`config.mk`:
```
export PLATFORM = sky130hd
export DESIGN_NAME = aes_round_sequencer_flat
export DESIGN_NICKNAME = d
export VERILOG_FILES = /design/src/rtl/aes_round_sequencer_if.sv /design/src/rtl/aes_round_sequencer.sv /design/src/flat_wrapper.sv
export SDC_FILE = /design/constraint.sdc
export NUM_CORES = 1
export LEC_CHECK = 0
export ABC_AREA = 1
export CAP_MARGIN = 20
export CORE_UTILIZATION = 45
export CTS_CLUSTER_SIZE = 40
export DETAILED_ROUTE_END_ITERATION = 8
export PLACE_DENSITY = 0.76
export SLEW_MARGIN = 10
export SYNTH_ARGS = -nofsm -noshare
export SYNTH_HDL_FRONTEND = slang
export SYNTH_SLANG_ARGS = --single-unit
```
`constraint.sdc`:
```
create_clock -name clk -period 2.1 [get_ports clk]
set_input_delay 0.525 -clock clk [delete_from_list [all_inputs] [get_ports clk]]
set_output_delay 0.525 -clock clk [all_outputs]
set_load 0.03 [all_outputs]
```
`src/rtl/aes_round_sequencer_if.sv`:
```
// aes_round_sequencer_if
//   Handshake and control bus between the AES round sequencer and the rest of
//   the iterative AES core (host side plus key expander / state datapath).
//
//   Signals:
//     start, decrypt            host -> sequencer   request and mode
//     ready, load_en, done      sequencer -> host   idle, accept pulse, result pulse
//     kx_en, kx_idx, kx_kind,   sequencer -> key expander  (one word per cycle)
//     kx_rcon
//     rnd_en, rnd_idx,          sequencer -> state datapath (one round per cycle)
//     rnd_first, rnd_last
//
//   Modports: master = host/datapath side, slave = sequencer.
interface aes_round_sequencer_if;
  logic       start;
  logic       decrypt;
  logic       ready;
  logic       load_en;
  logic       kx_en;
  logic [5:0] kx_idx;
  logic [1:0] kx_kind;
  logic [7:0] kx_rcon;
  logic       rnd_en;
  logic [3:0] rnd_idx;
  logic       rnd_first;
  logic       rnd_last;
  logic       done;

  modport master (
    output start, decrypt,
    input  ready, load_en, kx_en, kx_idx, kx_kind, kx_rcon,
    input  rnd_en, rnd_idx, rnd_first, rnd_last, done
  );

  modport slave (
    input  start, decrypt,
    output ready, load_en, kx_en, kx_idx, kx_kind, kx_rcon,
    output rnd_en, rnd_idx, rnd_first, rnd_last, done
  );
endinterface

```
`src/rtl/aes_round_sequencer.sv`:
```
// aes_round_sequencer
//   Control sequencer for the iterative AES core (AES-128/192/256 chosen by
//   KEY_BITS at elaboration). Issues one key-expansion word and at most one
//   round per cycle; in encrypt the two streams overlap, each round issuing as
//   soon as its four round-key words exist. Rcon is produced by xtime in
//   GF(2^8) rather than decoded from a counter.
//
//   Ports:
//     clk    clock
//     reset  synchronous, active-low
//     bus    aes_round_sequencer_if.slave (start/decrypt in; ready, load_en,
//            kx_*, rnd_*, done out)
//
//   Configuration macro: AES_SEQ_DECRYPT_EN
//     defined   - decrypt input honoured: full expansion first (EXPAND), then
//                 rounds NR..0.
//     undefined - decrypt ignored (treated as 0); EXPAND not built.
//
//   All outputs decode registered state; only load_en (= ready & start) has a
//   combinational path from an input.
module aes_round_sequencer #(
  parameter int KEY_BITS = 128
) (
  input logic                   clk,
  input logic                   reset,
  aes_round_sequencer_if.slave  bus
);

  localparam int NK = KEY_BITS / 32;
  localparam int NR = NK + 6;
  localparam int NW = 4 * (NR + 1);

  localparam logic [5:0] NK_W   = 6'(NK);
  localparam logic [5:0] NW_W   = 6'(NW);
  localparam logic [3:0] NR_W   = 4'(NR);
  localparam logic [2:0] P_LAST = 3'(NK - 1);

  if (KEY_BITS != 128 && KEY_BITS != 192 && KEY_BITS != 256) begin : g_bad_key_bits
    $error("aes_round_sequencer: KEY_BITS must be 128, 192 or 256");
  end

  typedef enum logic [1:0] {
    IDLE   = 2'd0,
`ifdef AES_SEQ_DECRYPT_EN
    EXPAND = 2'd1,
`endif
    ROUND  = 2'd2,
    DONE   = 2'd3
  } state_t;

  state_t     state, state_n;
  logic [5:0] wc, wc_n;       // next key word to generate
  logic [2:0] p, p_n;         // phase of wc within an NK-word group
  logic [3:0] rc, rc_n;       // rounds issued so far
  logic [7:0] rcon, rcon_n;
  logic       dec_q;
  logic       kx_go;
  logic       rnd_go;
  logic [6:0] need;           // words required before round rc may issue

`ifdef AES_SEQ_DECRYPT_EN
  logic dec_n;
`else
  logic unused_decrypt;
  assign unused_decrypt = bus.decrypt;
  assign dec_q          = 1'b0;
`endif

  assign need = {1'b0, rc, 2'b00} + 7'd4;

  always_comb begin
    // NOTE: every signal written here gets a default first, so no path through
    // the case leaves one unassigned and no latch is inferred.
    state_n       = state;
    wc_n          = wc;
    p_n           = p;
    rc_n          = rc;
    rcon_n        = rcon;
`ifdef AES_SEQ_DECRYPT_EN
    dec_n         = dec_q;
`endif
    kx_go         = 1'b0;
    rnd_go        = 1'b0;
    bus.ready     = 1'b0;
    bus.load_en   = 1'b0;
    bus.kx_en     = 1'b0;
    bus.kx_idx    = 6'd0;
    bus.kx_kind   = 2'd0;
    bus.kx_rcon   = 8'h00;
    bus.rnd_en    = 1'b0;
    bus.rnd_idx   = 4'd0;
    bus.rnd_first = 1'b0;
    bus.rnd_last  = 1'b0;
    bus.done      = 1'b0;

    case (state)
      IDLE: begin
        bus.ready   = 1'b1;
        bus.load_en = bus.start;
        if (bus.start) begin
          wc_n   = NK_W;
          p_n    = 3'd0;
          rc_n   = 4'd0;
          rcon_n = 8'h01;
`ifdef AES_SEQ_DECRYPT_EN
          dec_n   = bus.decrypt;
          state_n = bus.decrypt ? EXPAND : ROUND;
`else
          state_n = ROUND;
`endif
        end
      end
`ifdef AES_SEQ_DECRYPT_EN
      EXPAND: begin
        kx_go = (wc < NW_W);
        if (wc == NW_W - 6'd1) state_n = ROUND;
      end
`endif
      ROUND: begin
        kx_go = (wc < NW_W);
        // Decrypt enters ROUND with every word ready; encrypt waits on words.
        if (dec_q || ({1'b0, wc} >= need)) begin
          rnd_go = 1'b1;
          rc_n   = rc + 4'd1;
          if (rc == NR_W) state_n = DONE;
        end
      end
      DONE: begin
        bus.done = 1'b1;
        state_n  = IDLE;
      end
      default: state_n = IDLE;
    endcase

    if (kx_go) begin
      bus.kx_en  = 1'b1;
      bus.kx_idx = wc;
      wc_n       = wc + 6'd1;
      p_n        = (p == P_LAST) ? 3'd0 : p + 3'd1;
      if (p == 3'd0) begin
        bus.kx_kind = 2'd1;
        bus.kx_rcon = rcon;
        rcon_n      = {rcon[6:0], 1'b0} ^ (rcon[7] ? 8'h1B : 8'h00);
      end else if (NK == 8 && p == 3'd4) begin
        bus.kx_kind = 2'd2;
      end
    end

    // rc counts issued rounds in both modes; decrypt maps it to NR-rc, so the
    // first issued round is always rc==0 and the last rc==NR.
    if (rnd_go) begin
      bus.rnd_en    = 1'b1;
      bus.rnd_idx   = dec_q ? (NR_W - rc) : rc;
      bus.rnd_first = (rc == 4'd0);
      bus.rnd_last  = (rc == NR_W);
    end
  end

  always_ff @(posedge clk) begin
    // NOTE: non-blocking assignments so every register updates from the
    // values present before the edge, independent of statement order.
    if (!reset) begin
      state <= IDLE;
      wc    <= 6'd0;
      p     <= 3'd0;
      rc    <= 4'd0;
      rcon  <= 8'h01;
`ifdef AES_SEQ_DECRYPT_EN
      dec_q <= 1'b0;
`endif
    end else begin
      state <= state_n;
      wc    <= wc_n;
      p     <= p_n;
      rc    <= rc_n;
      rcon  <= rcon_n;
`ifdef AES_SEQ_DECRYPT_EN
      dec_q <= dec_n;
`endif
    end
  end

endmodule

```
`src/flat_wrapper.sv`:
```
// flat-port wrapper written by rule: the top's interface ports become plain ports
module aes_round_sequencer_flat 
#(
  parameter int KEY_BITS = 128
)
  (clk, reset, bus_start, bus_decrypt, bus_ready, bus_load_en, bus_kx_en, bus_kx_idx, bus_kx_kind, bus_kx_rcon, bus_rnd_en, bus_rnd_idx, bus_rnd_first, bus_rnd_last, bus_done);
  aes_round_sequencer_if bus_i ();
  input logic clk;
  input logic reset;
  input wire logic [$bits(bus_i.start)-1:0] bus_start;
  input wire logic [$bits(bus_i.decrypt)-1:0] bus_decrypt;
  output wire logic [$bits(bus_i.ready)-1:0] bus_ready;
  output wire logic [$bits(bus_i.load_en)-1:0] bus_load_en;
  output wire logic [$bits(bus_i.kx_en)-1:0] bus_kx_en;
  output wire logic [$bits(bus_i.kx_idx)-1:0] bus_kx_idx;
  output wire logic [$bits(bus_i.kx_kind)-1:0] bus_kx_kind;
  output wire logic [$bits(bus_i.kx_rcon)-1:0] bus_kx_rcon;
  output wire logic [$bits(bus_i.rnd_en)-1:0] bus_rnd_en;
  output wire logic [$bits(bus_i.rnd_idx)-1:0] bus_rnd_idx;
  output wire logic [$bits(bus_i.rnd_first)-1:0] bus_rnd_first;
  output wire logic [$bits(bus_i.rnd_last)-1:0] bus_rnd_last;
  output wire logic [$bits(bus_i.done)-1:0] bus_done;
  assign bus_i.start = bus_start;
  assign bus_i.decrypt = bus_decrypt;
  assign bus_ready = bus_i.ready;
  assign bus_load_en = bus_i.load_en;
  assign bus_kx_en = bus_i.kx_en;
  assign bus_kx_idx = bus_i.kx_idx;
  assign bus_kx_kind = bus_i.kx_kind;
  assign bus_kx_rcon = bus_i.kx_rcon;
  assign bus_rnd_en = bus_i.rnd_en;
  assign bus_rnd_idx = bus_i.rnd_idx;
  assign bus_rnd_first = bus_i.rnd_first;
  assign bus_rnd_last = bus_i.rnd_last;
  assign bus_done = bus_i.done;
  aes_round_sequencer #(.KEY_BITS(KEY_BITS)) u_core (.clk(clk), .reset(reset), .bus(bus_i));
endmodule
```
==> summary.md <==
| Metric | Value |
|---|---|
| Worst path cell trace | `inv_4 > ha_4 > inv_2 > ha_4 > nand2_2 > nor2_1 > nor2_1 > nand2_1 > nand2_1 > nand2_1 > nand2_2 > buf_12 > nor2_4 > buf_6` |
| Maximum buffer depth of the clock tree | `2` |
| Yosys warns | `0` |
| GRT busiest layer | `met2` |
| Die width | `57.0 µm` |
| Synth top area cells | `dfxtp_1, nand2_1, ha_1` |
| Seq/Total Area, Yosys | `33.8%` |
| Maximum clock frequency | `0.375 GHz` |
| Most common cell after layout, fill and taps aside | `buf_4` |
| Fin worst setup slack | `-565 ps` |
| Reg clk slew, reported paths | `130 ps` |
| CP Data Required Time | `1570 ps` |
| WHS Path Cells | `1` |
| Antenna violations before repair | `0` |
| Sequential share of power | `43.3%` |
| Largest net degree at the start of global routing | `17` |
| Slew Limit Fails | `0` |
| Die height | `between 50 and 60 µm` |
| Slowest cell on the critical path | `dfxtp_4` |
| Worst skew pair latency | `320 ps` |
| Syn-to-layout area delta | `52.2%` |
| GR Util met3 | `around 5.9%` |
| Htree depth | `1` |
| DR pass1 iterations | `7` |
| TritonCTS Buffers | `3` |
| Violated checks | `design-rule violations, negative setup slack` |
| Synth Register Bits | `23` |
| Nets@finish | `266` |
| Synthesized instance count | `201` |
| Port buffer count | `28` |
| Wire per inst | `12.0 µm` |
| Final hold vios | `0` |
| P per Cell Area | `549 mW/mm²` |
| Hold Crit Class | `register to register` |
| Synth unique cells | `27` |
| Max stage delay on crit path | `a little over 400 ps` |
| Worst-path fanout max | `7` |
| Number of I/O pins | `31` |
| Vias per inst | `5.01` |
| Top cell by count, worst path | `nand2_1` |
| Row count | `19` |
| Max VDD drop | `0.554 mV` |
| Critical path data arrival time | `about 2100 ps` |
| Final Cycle Share | `127%` |
| Endpoint type of the worst setup path | `primary output` |
| Top cell type's share of synthesized area | `33.8%` |
| RR Endpoint | `u_core.rc[2]$_SDFFE_PN0P_` |
| Detailed-route DRC error count | `2` |
| Core area | `0.00281 mm²` |
| Fraction of layout cells with a size suffix above 1 | `41.0%` |
| Worst reg2reg setup slack | `-50 ps` |
| Dpl cell area | `0.00179 mm²` |
| M1 GR Usage | `26.3%` |
| Ant. Diodes | `0` |
| R2R cell count | `16` |
| Number of flops mapped to enable cells by yosys | `0` |
| Hold buffer count at cts | `0` |
| Final HPWL DP | `2180 µm` |
| Total internal power | `~730 µW` |
| Die Area | `around 0.0033 mm²` |
| Root Driver | `clkbuf_4` |
| Top FF cell, synth | `dfxtp_1` |
| Initial drt markers | `33` |
| Combinational share of power | `37.9%` |
| Worst Skew | `3.67 ps` |
| Endpoints failing setup | `10` |
| Clk sinks | `23` |
| Leading cell types in the layout, fill and taps excluded | `buf_4, nand2_1, nor2_1, inv_1` |
| Vias in the first global route | `roughly 1300` |
| Crit Path Class | `register to primary output` |
| GRT Residual Overflow | `0` |
| Tmin final | `approximately 2700 ps` |
| Final wirelength | `3380 µm` |
| Post-route cell area | `0.00207 mm²` |
| Avg Cell Area, Syn | `6.78 µm²` |
| Gr usage total | `21.3%` |
| Antenna-violating nets left | `0` |
| Critical Path Source Type | `register` |
| Mapped Area | `0.00136 mm²` |
| Worst hold slack | `478 ps` |
| Leakage power | `0.000951 µW` |
| Clock power frac | `between 10% and 20%` |
| Status | `finished, violations left` |
| RePlAce Congestion | `0.805` |
| Tot Pwr | `1140 µW` |
| CTS tree | `built` |
| Switching Power | `408 µW` |
| Async S/R FF share, synth | `0%` |
| R2R Path Start | `u_core.rc[0]$_SDFFE_PN0P_` |
| Dominant cell type by area after synthesis | `dfxtp_1` |
| Hold_sp | `u_core.p[2]$_SDFFE_PN0P_` |
| Max-Cap Viols | `0` |
| Sw frac | `35.8%` |
| M2 GR Usage | `~37%` |
| RSZ-0062 raised after global routing | `true` |
| Vias | `roughly 1400` |
| Post-synthesis net count | `215` |
| Worst Hold End | `u_core.p[2]$_SDFFE_PN0P_` |
| Initial Util | `48.6%` |
| First-pass GRT wire length | `5490 µm` |
## how the worst max path moves through the flow
stage	slack (ps)	endpoint	cells past startpoint	start
floorplan	-170	bus_rnd_en	12	u_core.rc[0]$_SDFFE_PN0P_
global placement	-240	bus_rnd_en	13	u_core.rc[0]$_SDFFE_PN0P_
detailed placement	-260	bus_rnd_en	13	u_core.rc[0]$_SDFFE_PN0P_
CTS	-570	bus_rnd_en	13	u_core.rc[0]$_SDFFE_PN0P_
global route	-680	bus_rnd_first	14	u_core.rc[0]$_SDFFE_PN0P_
finish	-570	bus_rnd_first	14	u_core.rc[0]$_SDFFE_PN0P_
## stage by stage
step	cells	setup WS (ps)	util (%)	setup TNS (ps)
floorplan	201	-173	-	-1170
global route	282	-682	73.9	-5380
finish	282	-565	73.9	-3930
CTS	279	-573	69.0	-3920
global placement	268	-239	64.0	-1560
detailed placement	268	-259	64.0	-1720
## power by group through the flow
stage	clock, µW	combinational [µW]	sequential (µW)
floorplan	0	252	492
global placement	0	351	495
detailed placement	0	354	495
CTS	214	385	487
global route	227	473	497
finish	214	431	492
## worst max-delay path, delay by kind of cell, from the launching register on
kind / cells / cell delay [ps]
simple gates: 8 / 540
flops: 1 / 410
buf+inv: 4 / 370
fa+ha+maj: 2 / 500
## kinds of logic after synthesis
family	count (synthesis)	share of synthesized area, %
and+or+nand+nor	92	29.2
DFF	23	33.8
xor gates and xnor gates	5	3.21
AOI/OAI and AO/OA	27	10.9
adders and majority gates	10	9.18
buffers and inverters	43	13.4
other	1	0.275
## area by class of cell
cell class,count,area (µm²)
fill,211,732
timing repair buffer,54,494
inverter,35,150
multi-input combinational,135,891
clock buffer,4,26.3
sequential,23,473
tap,31,38.8
## cells in the mapped netlist (2+ instances only)
cell type  instances
a21oi_1           17
inv_2              2
nand2_2            3
dfxtp_1           23
clkbuf_1           2
nor3_1             2
nor2_1            33
o21ai_0            3
o21ai_1            2
buf_2              3
buf_4              2
ha_1              10
nand3_1           17
xnor2_1            4
nand2_1           35
inv_1             32
## timing repair
| action | CTS | global route |
|---|---|---|
| gates cloned | 0 | 0 |
| buffers inserted | 7 | 3 |
| setup endpoints to repair | 14 | 21 |
| resized for setup | 17 | 37 |
| pin swaps | 9 | 19 |
## per-layer routing
metal / routed length [µm] / part of all wire (%)
met1: 1490 / 44
met2: 1690 / 50
met3: 174 / 5.1
met4: 27 / 0.80
met5: 0 / 0
## sequential cells by signal (all words and copies together), names as in the netlist
signal / count
u_core.rcon: 8
u_core.p: 3
u_core.rc: 4
u_core.state: 2
u_core.wc: 6
No activity file was read; power rests on OpenSTA's default activity.
